==> src/rtl/square_cell.sv <==
// square_cell: LU systolic inner cell, captures u then emits x - l*u per element; SQUARE_CELL_SAT_EN selects saturation over wrap.
module square_cell #(
  parameter int SZ = 8,
  parameter int FRAC = 4,
  parameter int N = 4
) (
  input  logic          clk,
  input  logic          rst,
  input  logic          valid_in,
  input  logic [SZ-1:0] x,
  input  logic [SZ-1:0] xInv,
  output logic [SZ-1:0] xOut,
  output logic          xOutValid,
  output logic [SZ-1:0] xInvOut,
  output logic          xInvValid,
  output logic [SZ-1:0] uOut,
  output logic          uValid
);
  localparam int CW = $clog2(N);
  typedef enum logic {CAPTURE, UPDATE} state_t;
  state_t state;
  logic [CW-1:0] cnt;
  logic [SZ-1:0] u;
  logic signed [2*SZ-1:0] prod, scaled;
  logic signed [2*SZ:0] diff;
  logic [SZ-1:0] res;
  logic last;
  assign prod = $signed(xInv) * $signed(u);
  assign scaled = prod >>> FRAC;
  assign diff = {{(SZ+1){x[SZ-1]}}, x} - {scaled[2*SZ-1], scaled};
  assign last = cnt == CW'(N-1);
`ifdef SQUARE_CELL_SAT_EN
  // in range only when every bit above the result sign matches it
  assign res = (&diff[2*SZ:SZ-1] | ~|diff[2*SZ:SZ-1]) ? diff[SZ-1:0]
             : {diff[2*SZ], {(SZ-1){~diff[2*SZ]}}};
`else
  logic unused_hi;
  assign unused_hi = ^diff[2*SZ:SZ];
  assign res = diff[SZ-1:0];
`endif
  always_ff @(posedge clk) begin
    if (rst) begin
      state <= CAPTURE;
      cnt <= '0;
      u <= '0;
      xOut <= '0;
      xOutValid <= 1'b0;
      xInvOut <= '0;
      xInvValid <= 1'b0;
      uOut <= '0;
      uValid <= 1'b0;
    end else begin
      xOutValid <= 1'b0;
      uValid <= 1'b0;
      xInvValid <= valid_in;
      if (valid_in) begin
        xInvOut <= xInv;
        if (state == CAPTURE) begin
          u <= x;
          uOut <= x;
          uValid <= 1'b1;
          cnt <= CW'(1);
          state <= UPDATE;
        end else begin
          xOut <= res;
          xOutValid <= 1'b1;
          cnt <= last ? '0 : cnt + CW'(1);
          state <= last ? CAPTURE : UPDATE;
        end
      end
    end
  end
endmodule

==> config.mk <==
export PLATFORM = sky130hd
export DESIGN_NAME = square_cell
export DESIGN_NICKNAME = d
export VERILOG_FILES = /design/src/rtl/square_cell.sv
export SDC_FILE = /design/constraint.sdc
export NUM_CORES = 1
export LEC_CHECK = 0
export ABC_AREA = 0
export BUFFER_PORTS_ARGS = -buffer_cell sky130_fd_sc_hd__buf_4
export CORE_MARGIN = 2
export CORE_UTILIZATION = 55
export CTS_BUF_LIST = sky130_fd_sc_hd__clkbuf_8 sky130_fd_sc_hd__clkbuf_16
export CTS_CLUSTER_SIZE = 8
export DETAILED_ROUTE_END_ITERATION = 12
export PLACE_DENSITY = 0.77
export REMOVE_ABC_BUFFERS = 1
export SLEW_MARGIN = 20
export SYNTH_ARGS = -nofsm -noshare
export SYNTH_HDL_FRONTEND = slang
export SYNTH_SLANG_ARGS = --single-unit
==> constraint.sdc <==
create_clock -name clk -period 8.1 [get_ports clk]
set_clock_uncertainty 0.1 [all_clocks]
set_input_delay 0.81 -clock clk [delete_from_list [all_inputs] [get_ports clk]]
set_output_delay 0.81 -clock clk [all_outputs]
set_load 0.01 [all_outputs]
[After elaboration in Yosys (flattened, before gate mapping)]
Index checks and enable logic that the tools add are counted.
Word-level totals
  input port bits: 19
  register bits: 30
Cells by class
  multiply operators: 1
  equal/unequal tests: 1
  multiplexer cells: 6
  $add $sub $neg: 2
  reductions and logical operators: 3
  bitwise logic cells: 2
Operators by type and width (number)
  8-bit by 8-bit multiplier with 12-bit output: 1
  8-bit subtractor: 1
  1-bit two-way mux: 4
  2-bit two-way mux: 2
  2-bit AND reduction: 2
  2-bit by 1-bit adder with 2-bit output (second input constant): 1
  2-bit equality test (second input constant): 1
  1-bit NOT: 2
  2-bit OR reduction: 1

[Logic depth before layout (Yosys ltp)]
  depth in word-level cells: 3
  mapped depth: 25
  depth with buffers taken out: 24

[Worst setup path before layout]
Ideal clock, no wire load.
  path kind: input -> register
  start point: input xInv[0]
  end point: register xOut[7]
  cell stages on the path: 20
  path buffers: 0
  arrival: 4.934 ns
  data required time: 7.921 ns
  library setup time: 0.079 ns
  setup slack: 2.986 ns
  cells stage by stage: nand2b_1 > fa_1 > fa_1 > inv_1 > fa_1 > inv_1 > fa_1 > inv_1 > ha_1 > o21ai_0 > nand2b_1 > a21o_1 > a21oi_1 > xor2_1 > ha_1 > o21a_1 > nor2_1 > a21oi_1 > xnor2_1 > a211oi_2
Between the ends
  word-level cells in the longest chain between the ends: 2
Ends and longest elaborated chain
  start: declaration: line 11  | input logic [SZ-1:0] xInv,
  8-bit by 8-bit multiplier with 12-bit output: line 28  | assign prod = $signed(xInv) * $signed(u);
  8-bit subtractor: line 30  | assign diff = {{(SZ+1){x[SZ-1]}}, x} - {scaled[2*SZ-1], scaled};
  end signal: assignment: line 65  | xOut <= res;
  end: declaration: line 12  | output logic [SZ-1:0] xOut,
Every way passes these cells.
A chain may end at the register's enable or synchronous reset.

[Worst setup path in the final report]
Ends and elaborated chain as after synthesis.

==> qor.txt <==
cts bufs inserted: 5
count of TritonRoute iterations in the first routing pass: 4
maximum resistive drop on vdd: 172 uV
placed standard-cell area: 3510 um^2
number of antenna violations at the first check in global routing: 0
number of global-route vias before repair: 2546
first-pass GRT wire length: 11800 um
count of buffers inserted at the top-level ports: 45
# diodes: 0
final clock period utilization by the worst path: 65.3%
Post-CTS Setup Inserts: 0
kind of path behind the tightest hold check: flop to flop
clock sink count: 30
Max-Cap Viols: 0
antenna violation net count after detailed routing: 0
leakage power total: 1.78 nW
worst-case setup margin in the final layout: 2.81 ns
H-tree depth reported by CTS: 2
via density per instance: 5.17
post-detail-place hpwl: 5600 um
most common library cell in the layout ignoring fill and taps: sky130_fd_sc_hd__inv_1
area of all placed cells without fillers: 3610 um^2
largest net degree at the start of global routing: 31
count of unique library cells instantiated by Yosys: 34
max-slew violation count: 0
aggregate negative setup slack: 0 ns
worst setup slack after placement: 2.55 ns
count of endpoints failing setup in the final report: 0
Congestion Overflow GR: 0
GRT Util Overall: 24.6%
Initial Util: 57.1%
share of cells above drive strength 1: 14.7%
Worst Path Required: 8.21 ns
netlist area before placement: 3140 um^2
residual DRC count: 0
hold buffer count at CTS: 0
outcome: complete, no violations
top cell type's share of synthesized area: 23.6%
register bit count reported by yosys: 30
post-DR wirelength/cell: 14.7 um
Area contributors post-synth: sky130_fd_sc_hd__fa_1 (24%), sky130_fd_sc_hd__dfxtp_1 (19%), sky130_fd_sc_hd__ha_1 (12%)
final core area utilization: 65.5%
Die X-Extent: 79.6 um
kind of critical path: input pin to flop
number of buffers on the longest clock path: 2
ratio of total power to cell area: 150 nW/um^2
routed via count: 2475
I/O pin count: 46
row cnt: 27
Routed WL: 7020 um
post-synth top area cell: sky130_fd_sc_hd__fa_1
TritonCTS clock tree: done
number of resized instances in the post-cts repair step: 0
number of enable flip-flop cells after synthesis: 0
maximum fanout count along the critical path: 8
post-layout total power: 0.000543 W
highest-count cells in the layout ignoring fill and taps: sky130_fd_sc_hd__inv_1 (69), sky130_fd_sc_hd__nand2_1 (46), sky130_fd_sc_hd__buf_4 (45)
clock period minus worst slack: 5.29 ns
Max-slew headroom: 58.8%
transition time at the pin with the least slew margin: 0.617 ns
achievable frequency: 0.189 GHz
Async SR Flop Fraction: 0%
Area growth syn-to-layout: 14.8%
clock insertion delay at the later pin of the skew report: 0.29 ns
portion of the post-synthesis area used by sequential elements: 19.1%
final RePlAce weighted congestion: 0.884
Final nets: 493
fill count: 487
Worst EP arrival: 5.40 ns
area of the core region: 5510 um^2
mean instance size in the synthesized netlist: 8.61 um^2
clock-pin transition on the worst setup and hold timing paths: 0.06 ns
kind of launch point of the worst setup path: input pin
unrepaired setup endpoints after global routing: no
post-synthesis cell count: 365
nature of the critical path endpoint: flop
number of hold violations in the final report: 0
Die Y-Extent: 79.6 um
main flop type after synthesis: sky130_fd_sc_hd__dfxtp_1
Starting DRT DRC Count: 129
CTS root buffer: sky130_fd_sc_hd__clkbuf_8
area of the die: 6340 um^2
Yosys Warn Count: 0
## logic make-up after synthesis
family	Yosys count	share of synthesized area [%]
XOR/XNOR	22	6.57
AO/OA/AOI/OAI	40	7.44
multiplexers	8	2.55
buffers and inverters	80	10.1
flip-flops	30	19.1
adder cells (fa/ha/maj)	68	35.9
AND/OR/NAND/NOR	117	18.3
## area by class of cell
class                      instances  area (um^2)  area share, %
tap                               72         90.1           2.50
timing repair buffer              45          338           9.37
sequential                        30          601           16.6
clock buffer                       6         82.6           2.29
multi-input combinational        255         2220           61.7
inverter                          69          259           7.18
clock inverter                     2         12.5          0.347
## where the power goes
part	switching, W	total (W)	internal, W	leakage, nW
clock	0.0000602	0.000128	0.0000682	0.0472
combinational	0.000129	0.000244	0.000115	1.49
sequential	0.0000119	0.000171	0.000159	0.247
total	0.000201	0.000543	0.000342	1.78
## synth_stat cells, drive strengths merged, types with 7 or more instances
library cell,n
a21oi,22
and2,29
clkbuf,9
dfxtp,30
fa,37
ha,31
inv,69
mux2i,8
nand2,46
nand2b,8
nor2,19
nor2b,7
o21ai,8
xnor2,17
## metal layers
metal | track usage [%] | routed length (um)
met5 | 0 | 0
met4 | 6.55 | 93
met3 | 3.85 | 444
met2 | 43.9 | 3610
met1 | 31.0 | 2870
## sequential cells by signal (all words and copies together) (netlist names)
register	flops
u	8
xInvOut	8
xOut	8
cnt	2
state	1
uValid	1
xInvValid	1
xOutValid	1
## through the flow
step,cells,hold WS [ns]
floorplan,354,0.370
global placement,471,0.342
detailed placement,471,0.353
CTS,479,0.363
global route,479,0.393
finish,479,0.359
## critical path, cell delays in order
cell,delay [ns]
sky130_fd_sc_hd__buf_4,0.14
sky130_fd_sc_hd__nand2b_1,0.16
sky130_fd_sc_hd__fa_1,0.53
sky130_fd_sc_hd__fa_1,0.56
sky130_fd_sc_hd__inv_1,0.06
sky130_fd_sc_hd__fa_1,0.52
sky130_fd_sc_hd__inv_1,0.05
sky130_fd_sc_hd__fa_1,0.52
sky130_fd_sc_hd__inv_1,0.04
sky130_fd_sc_hd__ha_1,0.31
sky130_fd_sc_hd__o21ai_1,0.17
sky130_fd_sc_hd__nand2b_1,0.09
sky130_fd_sc_hd__a21oi_1,0.21
sky130_fd_sc_hd__xor2_1,0.22
sky130_fd_sc_hd__ha_1,0.30
sky130_fd_sc_hd__o21a_1,0.20
sky130_fd_sc_hd__nor2_1,0.09
sky130_fd_sc_hd__a21oi_1,0.06
sky130_fd_sc_hd__xnor2_1,0.14
sky130_fd_sc_hd__a211oi_2,0.21
## final timing paths
check / start / to / slack (ns) / cells past startpoint
min reg2reg: xOut[4] / xOut[4] / 0.36 / 2
max reg2reg: u[2] / xOut[7] / 2.94 / 20
min: xOut[4] / xOut[4] / 0.36 / 2
max: xInv[0] / xOut[7] / 2.81 / 20
Power figures use the tool's default switching activity.
